`src/rtl/riscv_if_prefetch.sv`:
```
// riscv_if_prefetch -- instruction-fetch prefetch queue.
//
// Issues fetch requests for if_nxt_pc whenever the parcel queue plus the
// in-flight requests leave room for another response, tags every request
// with its address and misalignment, and queues the in-order responses
// for the IF stage. A flush empties the queue and discards the responses
// of requests that were already in flight.
//
// Optional feature: define RV12_PFQ_BYPASS_EN to let a response that
// arrives while the queue is empty drive the parcel outputs in the same
// cycle. Without the macro every response passes through the queue.

module riscv_if_prefetch #(
    parameter int XLEN        = 32,
    parameter int PARCEL_SIZE = 32,
    parameter int DEPTH       = 4
) (
    input  logic                   clk,
    input  logic                   rst,

    // IF stage side
    input  logic [XLEN-1:0]        if_nxt_pc,
    input  logic                   if_stall,
    input  logic                   if_flush,
    output logic                   if_stall_nxt_pc,
    output logic [PARCEL_SIZE-1:0] if_parcel,
    output logic [XLEN-1:0]        if_parcel_pc,
    output logic                   if_parcel_valid,
    output logic                   if_parcel_misaligned,
    output logic                   if_parcel_page_fault,

    // Memory side
    output logic                   mem_req,
    output logic [XLEN-1:0]        mem_adr,
    input  logic                   mem_gnt,
    input  logic                   mem_ack,
    input  logic [PARCEL_SIZE-1:0] mem_rdata,
    input  logic                   mem_err
);

    localparam int PTR_W = (DEPTH > 1) ? $clog2(DEPTH) : 1;
    localparam int CNT_W = PTR_W + 1;
    localparam logic [CNT_W:0] DEPTH_LIM = (CNT_W+1)'(DEPTH);

    // One queued parcel: fetched data plus the qualifiers the IF stage needs.
    typedef struct packed {
        logic [PARCEL_SIZE-1:0] data;
        logic [XLEN-1:0]        pc;
        logic                   misaligned;
        logic                   page_fault;
    } parcel_t;

    // Tag remembered for each request until its response comes back.
    typedef struct packed {
        logic [XLEN-1:0] pc;
        logic            misaligned;
    } tag_t;

    // Parcel queue
    parcel_t          q_mem [DEPTH];
    logic [PTR_W-1:0] q_rd_ptr;
    logic [PTR_W-1:0] q_wr_ptr;
    logic [CNT_W-1:0] q_count;

    // In-flight tag FIFO and response bookkeeping
    tag_t             tag_mem [DEPTH];
    logic [PTR_W-1:0] tag_rd_ptr;
    logic [PTR_W-1:0] tag_wr_ptr;
    logic [CNT_W-1:0] outstanding;
    logic [CNT_W-1:0] discard;

    logic [CNT_W:0]   in_use;
    logic             issue;
    logic             ack_valid;
    logic             ack_accept;
    logic             q_empty;
    logic             bypass;
    logic             push;
    logic             pop;
    parcel_t          rsp;
    parcel_t          head;
    tag_t             tag_head;

    // ------------------------------------------------------------------
    // Request side
    // ------------------------------------------------------------------
    assign mem_adr = if_nxt_pc;

    // Every slot is either holding a parcel or reserved by a request in
    // flight, so the queue can never be asked to take more than DEPTH.
    assign in_use  = {1'b0, q_count} + {1'b0, outstanding};
    assign mem_req = ~rst & ~if_flush & ~if_stall & (in_use < DEPTH_LIM);
    assign issue   = mem_req & mem_gnt;

    assign if_stall_nxt_pc = ~issue;

    // ------------------------------------------------------------------
    // Response side
    // ------------------------------------------------------------------
    // An ack with nothing in flight is stray (e.g. after a reset) and is ignored.
    assign ack_valid  = ~rst & mem_ack & (outstanding != '0);
    // Acks in the flush cycle and acks owed to pre-flush requests are dropped.
    assign ack_accept = ack_valid & ~if_flush & (discard == '0);

    assign tag_head = tag_mem[tag_rd_ptr];
    assign rsp      = '{data:       mem_rdata,
                        pc:         tag_head.pc,
                        misaligned: tag_head.misaligned,
                        page_fault: mem_err};

    assign q_empty = (q_count == '0);

`ifdef RV12_PFQ_BYPASS_EN
    assign bypass = ack_accept & q_empty;
`else
    assign bypass = 1'b0;
`endif

    // A bypassed response that the IF stage takes right away never enters
    // the queue; if the stage is stalled it is parked in the queue instead.
    assign push = ack_accept & ~(bypass & ~if_stall);
    assign pop  = if_parcel_valid & ~if_stall & ~q_empty;

    // Select what the IF stage sees: the queue head, or the live response.
    // NOTE: head gets its default before the conditional override, so every
    // path through the block assigns it and no latch is inferred.
    always_comb begin
        head = q_mem[q_rd_ptr];
        if (bypass) begin
            head = rsp;
        end
    end

    assign if_parcel_valid      = ~rst & ~if_flush & (~q_empty | bypass);
    assign if_parcel            = head.data;
    assign if_parcel_pc         = head.pc;
    assign if_parcel_misaligned = if_parcel_valid & head.misaligned;
    assign if_parcel_page_fault = if_parcel_valid & head.page_fault;

    // ------------------------------------------------------------------
    // Parcel queue control
    // ------------------------------------------------------------------
    // Queue pointers and occupancy; a flush simply empties the queue.
    // NOTE: state registers use non-blocking assignments so every flop in
    // the block samples the pre-edge values, independent of statement order.
    always_ff @(posedge clk) begin
        if (rst || if_flush) begin
            q_rd_ptr <= '0;
            q_wr_ptr <= '0;
            q_count  <= '0;
        end else begin
            if (push) begin
                q_wr_ptr <= q_wr_ptr + 1'b1;
            end
            if (pop) begin
                q_rd_ptr <= q_rd_ptr + 1'b1;
            end
            case ({push, pop})
                2'b10:   q_count <= q_count + 1'b1;
                2'b01:   q_count <= q_count - 1'b1;
                default: q_count <= q_count;
            endcase
        end
    end

    // Parcel storage write.
    // NOTE: the storage array is not reset; the cleared pointers and count
    // already mark every entry empty, and a reset-free array stays plain RAM.
    always_ff @(posedge clk) begin
        if (push) begin
            q_mem[q_wr_ptr] <= rsp;
        end
    end

    // ------------------------------------------------------------------
    // In-flight tracking
    // ------------------------------------------------------------------
    // Tag FIFO pointers and the outstanding counter. These are not cleared
    // by a flush: the discarded responses still have to retire their tags.
    always_ff @(posedge clk) begin
        if (rst) begin
            tag_rd_ptr  <= '0;
            tag_wr_ptr  <= '0;
            outstanding <= '0;
        end else begin
            if (issue) begin
                tag_wr_ptr <= tag_wr_ptr + 1'b1;
            end
            if (ack_valid) begin
                tag_rd_ptr <= tag_rd_ptr + 1'b1;
            end
            case ({issue, ack_valid})
                2'b10:   outstanding <= outstanding + 1'b1;
                2'b01:   outstanding <= outstanding - 1'b1;
                default: outstanding <= outstanding;
            endcase
        end
    end

    // Tag storage write: address and misalignment of each issued request.
    always_ff @(posedge clk) begin
        if (issue) begin
            tag_mem[tag_wr_ptr] <= '{pc: mem_adr, misaligned: |mem_adr[1:0]};
        end
    end

    // Discard counter: on flush, every request still in flight (minus the
    // one retiring this cycle) owes an ack that must not reach the queue.
    always_ff @(posedge clk) begin
        if (rst) begin
            discard <= '0;
        end else if (if_flush) begin
            discard <= outstanding - CNT_W'(ack_valid);
        end else if (ack_valid && (discard != '0)) begin
            discard <= discard - 1'b1;
        end
    end

endmodule

```
`config.mk`:
```
export PLATFORM = sky130hd
export DESIGN_NAME = riscv_if_prefetch
export DESIGN_NICKNAME = d
export VERILOG_FILES = /design/src/rtl/riscv_if_prefetch.sv
export SDC_FILE = /design/constraint.sdc
export NUM_CORES = 1
export LEC_CHECK = 0
export CAP_MARGIN = 15
export CORE_MARGIN = 5
export CORE_UTILIZATION = 50
export DETAILED_ROUTE_END_ITERATION = 10
export DONT_BUFFER_PORTS = 1
export GPL_ROUTABILITY_DRIVEN = 0
export HOLD_SLACK_MARGIN = 0.06
export SLEW_MARGIN = 20
export SYNTH_ARGS = -nofsm -noshare
export SYNTH_HDL_FRONTEND = slang
export SYNTH_SLANG_ARGS = --single-unit
```
`constraint.sdc`:
```
create_clock -name clk -period 2.85 [get_ports clk]
set_input_delay 0.4275 -clock clk [delete_from_list [all_inputs] [get_ports clk]]
set_output_delay 0.4275 -clock clk [all_outputs]
set_load 0.01 [all_outputs]
```
==> results of run 1 <==
[placed cells by master, fill, tap and decap left out, types with 3 or more instances in the layout]
cell,Yosys,final
clkbuf_1,8,9
nor2_1,9,9
dfxtp_1,21,17
edfxtp_1,396,396
nor3_1,3,3
clkinv_2,0,5
dlygate4sd3_1,0,67
a21oi_1,8,8
nand2b_1,3,3
o21ai_0,4,4
and3_1,3,3
mux4_2,99,99
bufinv_16,0,5
buf_12,0,15
nand2_1,5,5
buf_4,33,6
mux2i_1,6,6
inv_1,13,13
or3_1,5,5
xor2_1,3,3
clkinv_1,0,10
and2_2,4,4
and2_4,0,4
a31oi_1,3,3
ha_1,16,16
clkbuf_16,0,41
[layout make-up]
cell class                      count  share of cell area [%]
Clock buffer                       50                   5.823
Tap cell                          402                   2.764
Multi-Input combinational cell    199                   16.54
Inverter                           13                  0.2681
Sequential cell                   417                   67.70
Timing Repair Buffer               88                   5.582
Antenna cell                        1                 0.01375
Clock inverter                     23                   1.306
[cell families (layout without fill, tap and decap cells)]
family,count (synthesis),after routing,synth area share [%]
other,0,1,0
XOR/XNOR,5,5,0.2782
AO/OA/AOI/OAI,22,22,0.8903
adder cells (fa/ha/maj),18,18,1.526
AND/OR/NAND/NOR,49,49,1.820
multiplexers,105,105,14.55
buffers and inverters,73,174,2.726
flip-flops,417,417,78.21
[worst max path at each step]
stage	startpoint	endpoint	slack, ns	depth (start not counted)
after floorplan	outstanding[2]	tag_mem[0][0]	0.38	5
after global placement	discard[0]	q_count[2]	0.35	10
after detailed placement	discard[0]	q_count[2]	0.24	10
after CTS	register	if_parcel[18]	0.17	2
after global routing	discard[0]	q_count[2]	0.02	10
final	discard[0]	q_count[2]	0.21	10
[per-stage QoR]
| step | setup slack [ns] | total power, mW | std cells |
|---|---|---|---|
| 3_3_place_gp | 0.3519 | 6.965 | 1052 |
| 4_1_cts | 0.1683 | 12.28 | 1192 |
| 5_1_grt | 0.01522 | 12.61 | 1193 |
| 6_report | 0.2137 | 12.14 | 1193 |
| 2_1_floorplan | 0.3816 | 6.993 | 689 |
| 3_5_place_dp | 0.2400 | 6.974 | 1052 |
[cells in the mapped netlist, types with 2 or more instances]
cell,count,area share (%)
inv_1,13,0.31
or3_1,5,0.20
nand2b_1,3,0.12
mux2i_1,6,0.38
and4_2,2,0.13
a21oi_1,8,0.25
fa_1,2,0.25
buf_1,4,0.095
nand2_1,5,0.12
ha_1,16,1.3
edfxtp_1,396,76
o31ai_1,2,0.095
nor2_1,9,0.21
nor3_1,3,0.095
buf_6,2,0.14
and2_1,6,0.24
or2_2,2,0.079
a31oi_1,3,0.12
dfxtp_1,21,2.7
buf_2,13,0.41
xor2_1,3,0.17
and2_2,4,0.19
o21ai_0,4,0.13
mux4_2,99,14
xnor2_1,2,0.11
and3_1,3,0.12
nand4_1,2,0.079
buf_4,33,1.6
clkbuf_1,8,0.19
[critical path, delay by kind of cell, from the launching register on]
family	cells	cell delay [ns]
and+or+nand+nor	3	0.91
adders and majority gates	3	0.85
DFF	1	0.30
buffers and inverters	2	0.21
xor gates and xnor gates	1	0.15
AOI/OAI and AO/OA	1	0.15
[where the power goes]
part           leakage, nW  switching, mW  internal [mW]
combinational         1.27          0.123          0.113
clock                0.631           2.09           3.09
sequential            3.73        0.00922           6.71
[metal layers]
| layer | vias to the layer above | GRT usage, % |
|---|---|---|
| met5 | - | 0 |
| met4 | 0 | 4.291 |
| met3 | 40 | 5.151 |
| met2 | 205 | 27.13 |
| met1 | 3435 | 20.02 |
| li1 | 2960 | - |
[sequential cells by signal (all words and copies together) (netlist names), named ones only]
register	count
q_mem	264
tag_mem	132
discard	3
outstanding	3
q_count	3
q_rd_ptr	2
q_wr_ptr	2
tag_rd_ptr	2
tag_wr_ptr	2
[timing repair]
| action | 4_1_cts | 5_1_grt |
|---|---|---|
| setup buffers | 0 | 0 |
| endpoints found under the hold margin | 269 | 0 |
| hold buffers | 67 | 0 |
| gates resized for setup | 0 | 0 |
==> results.md, run 1 <==
* All-layer global routing usage at between 10% and 20%
* Synth Register Bits at ~420
* HP Class: primary input to register
* Max-slew headroom at slightly below 40%
* I/O pins at 172
* Unrepaired setup endpoints after global routing: false
* R2R setup slack at ~0.21 ns
* H-tree lvl count at 2
* Worst Tran Pin Value at 0.9151 ns
* Slowest-stage cell, CP: fa_1
* Final hold violations at 0
* Synth warnings at 0
* CTS tree: done
* Fin Clk Skew at 0.01966 ns
* Largest net degree at the start of global routing at 37
* Fin crit period at about 2.6 ns
* NumNets Final at 849
* # rows at 65
* Cell Pwr Density at 667.2 nW/µm²
* First-pass GRT wire length at 43230 µm
* DRC at 0
* Final WL at around 28000 µm
* # fillers at between 2000 and 2500
* Share of cells above drive strength 1 at 24.30%
* Crit share post-route at 92.50%
* Ys async rst share at 0%
* Total negative slack at 0 ns
* # port buffers at 0
* Setup CP Type: register to register
* Synth Flop Type: edfxtp_1
* Die height at 187.4 µm
* Hold Crit Start: if_stall
* CP arrival at 3.09 ns
* Detailed Place HPWL at approximately 17000 µm
* Hold_ws at 0.1081 ns
* Core area at around 31000 µm²
* Reg area at ~12000 µm²
* Reg2reg end: q_count[2]
* CTS Buffer Depth at 3
* Top Metal Used: met4
* CTS buffer count at 41
* Number of flops mapped to enable cells by yosys at 396
* Max_cap viols at 0
* WP data required at roughly 3.3 ns
* Area growth syn-to-layout at 15.62%
* Clock Latency Late Sink at 0.53 ns
* Maximum vdd ir drop at 589.7 µV
* Post-synthesis cell type count at 39
* Post-DP Area at 16230 µm²
* # setup viols final at 0
* Post-synthesis sequential area ratio at 78.21%
* Status: complete, no violations
* Grt total ovfl at 0
* Initial Util at 50.27%
* WL met1 at 11050 µm
* DR pass1 iterations at 4
* Crit path capture type: register
* Wire per inst at ~23 µm
* Max incr delay on CP at 0.40 ns
* Number of clock sinks at 417
* Worst r2r src: discard[0]
* Met2 wire length at 14000 µm
* WL met3 at roughly 2100 µm
* Antenna violations before repair at 1
* Root buf cell: clkbuf_16
* Fin. max-slew vios at 0
* Die X-Extent at about 190 µm
* Vias per inst at 5.566
* Synthesized net count at 778
* Fmax at 0.3793 GHz
* Via count at between 6000 and 7000
* Crit path launch type: register
* DR iter-0 viols at 309
* Synthesized area at 15740 µm²
* Static Leak at 5.634 nW
* Hold path depth at 2
* Post-Synthesis Cells at 689
* Multi-input logic area at between 3000 and 4000 µm²
* Core Util, Final at 58.13%
* Reg clk slew, reported paths at roughly 0.060 ns
* Vias in the first global route at 7268
* Post-DRT Antenna Nets at 0
* DIE AREA at between 30000 and 40000 µm²
* CP cell instances: inv_1 -> ha_1 -> nor3b_1 -> and3_1 -> inv_1 -> ha_1 -> fa_1 -> xnor2_1 -> or3_1 -> a21oi_1
* Reg2Reg Depth at 10
* Mean Syn Cell Area at approximately 23 µm²
* Design area at 18200 µm²
* Critical Path Fanout Max at 7
No activity file was read; power rests on OpenSTA's default activity.
==> run 2, diff against run 1 <==
--- a/config.mk
+++ b/config.mk
@@ -7,7 +7,7 @@
 export LEC_CHECK = 0
 export CAP_MARGIN = 15
 export CORE_MARGIN = 5
-export CORE_UTILIZATION = 50
+export CORE_UTILIZATION = 45
 export DETAILED_ROUTE_END_ITERATION = 10
 export DONT_BUFFER_PORTS = 1
 export GPL_ROUTABILITY_DRIVEN = 0
==> results.md, run 2 (synthesized netlist as in run 1, its figures left out) <==
* Max-slew headroom at 36.52% (-2.5 points)
* Final WL at 28920 µm (+4.3%)
* Max incr delay on CP at 0.39 ns (about the same)
* Register with the most flip-flops: q_mem
* Largest net degree at the start of global routing at 45 (+22%)
* Regs by FF count: q_mem: 264 flops, tag_mem: 132 flops
* Fmax at 0.3748 GHz (-1.2%)
* H-tree lvl count at 2 (unchanged)
* First-pass GRT wire length at 44340 µm (+2.6%)
* Vias per inst at 5.380 (-3.3%)
* Reg clk slew, reported paths at 0.06 ns (about the same)
* Detailed Place HPWL at 17830 µm (+6.9%)
* Max reg flops at 264 (unchanged)
* Vias in the first global route at 7301 (+0.45%)
* Critical Path Fanout Max at 7 (unchanged)
* R2R setup slack at 0.18 ns (-0.03 ns)
* Initial Util at 45.57% (-4.7 points)
* DIE AREA at 38820 µm² (+11%)
* Fin crit period at 2.668 ns (+0.03165 ns)
* Reg2reg end: q_count[2]
* Total setup buffers inserted after CTS at 0 (unchanged)
* CP cell instances: inv_1 -> ha_1 -> nor3b_1 -> and3_1 -> inv_1 -> ha_1 -> fa_1 -> xnor2_1 -> or3_1 -> a21oi_1
* Status: complete, no violations
* Post-CTS Hold Fix Bufs at 67 (unchanged)
* Antenna violations before repair at 1 (unchanged)
* Slowest-stage cell, CP: fa_1
* Root buf cell: clkbuf_16
* Grt total ovfl at 0 (unchanged)
* Setup CP Type: register to register
* Number of clock sinks at 417 (unchanged)
* Maximum vdd ir drop at 584.8 µV (-0.84%)
* DRC at 0 (unchanged)
* Crit path launch type: register
* Core Util, Final at 52.96% (-5.2 points)
* Final hold violations at 0 (unchanged)
* Unrepaired setup endpoints after global routing: false
* Crit path capture type: register
* Area growth syn-to-layout at 16.21%
* Static Leak at 5.642 nW (+0.14%)
* Worst Tran Pin Value at 0.9522 ns (+0.03709 ns)
* DR iter-0 viols at 372 (+20%)
* Fin Clk Skew at 0.01291 ns (-0.006756 ns)
* # rows at 68 (+4.6%)
* Share of cells above drive strength 1 at 24.30% (unchanged)
* I/O pins at 172 (unchanged)
* Most frequent cells in the layout: 396 x edfxtp_1, 99 x mux4_2, 67 x dlygate4sd3_1
* Post-CTS sizing at 0 (unchanged)
* Die height at 197.0 µm (+5.1%)
* Reg2Reg Depth at 10 (unchanged)
* Via count at 6703 (+0.95%)
* HP Class: primary input to register
* Hold path depth at 2 (unchanged)
* CTS tree: done
* DR pass1 iterations at 5 (+1)
* CTS buffer count at 43 (+4.9%)
* Commonest non-fill, non-tap cell in the layout: edfxtp_1
* CTS Buffer Depth at 3 (unchanged)
* Total negative slack at 0 ns (unchanged)
* Fin. max-slew vios at 0 (unchanged)
* CP arrival at 3.13 ns (+0.04 ns)
* All-layer global routing usage at 15.07% (-0.88 points)
* CP bufs+invs at 2 (unchanged)
* # setup viols final at 0 (unchanged)
* Post-route setup slack at 0.1821 ns (-0.03165 ns)
* Crit share post-route at 93.61% (+1.1 points)
* Clock Latency Late Sink at 0.53 ns (about the same)
* Hold Crit Start: if_stall
* Worst r2r src: discard[0]
* Core area at 34540 µm² (+10%)
* Post-DRT Antenna Nets at 0 (unchanged)
* # port buffers at 0 (unchanged)
* Die X-Extent at 197.0 µm (+5.1%)
* Max_cap viols at 0 (unchanged)
* Family with the most delay on the worst path: simple AND/OR/NAND/NOR gates
* Wire per inst at 23.21 µm (-0.15%)
* Cell Pwr Density at 670.4 nW/µm² (+0.48%)
* WP data required at 3.31 ns (about the same)
* NumNets Final at 849 (unchanged)
* Pre-CTS WS at 0.2765 ns (+0.03658 ns)
run 2: how the worst max path moves through the flow:
stage / slack, ns / to / from / cells past startpoint
final: 0.18 / q_count[2] / discard[0] / 10
after global routing: 0.05 / q_count[2] / discard[0] / 10
after CTS: 0.15 / if_parcel[14] / register / 2
after detailed placement: 0.28 / q_count[2] / discard[0] / 10
after global placement: 0.35 / q_count[2] / discard[0] / 10
after floorplan: 0.38 / tag_mem[0][0] / outstanding[2] / 5
run 2: area by class of cell:
cell class              count  area, µm²
diodes                      1      2.502
clock buffers              53       1135
clock inverters            22      217.7
fillers                  2661      16250
inverters                  13      48.80
multi-input cells         199       3010
flip-flops and latches    417      12320
well taps                 455      569.3
repair buffers             86      988.4
run 2: stage by stage:
step / std cells / hold slack [ns] / area [µm²] / power [mW]
2_1_floorplan: 689 / 0.4266 / 15740 / 6.993
3_3_place_gp: 1103 / 0.4390 / 16270 / 6.967
3_5_place_dp: 1103 / 0.4384 / 16270 / 6.978
4_1_cts: 1245 / 0.06316 / 18290 / 12.42
5_1_grt: 1246 / 0.08943 / 18290 / 12.71
6_report: 1246 / 0.09947 / 18290 / 12.26
run 2: power breakdown:
| group | internal (mW) | switching [mW] |
|---|---|---|
| Clock | 3.18 | 2.12 |
| Combinational | 0.114 | 0.124 |
| Sequential | 6.71 | 0.0121 |
run 2: metal layers:
layer	vias to the layer above	GRT usage [%]	share of wire [%]
met5	-	0	0
met2	196	26.25	52
met4	0	4.006	1.9
met3	44	4.486	7.3
met1	3486	18.56	39
li1	2977	-	-
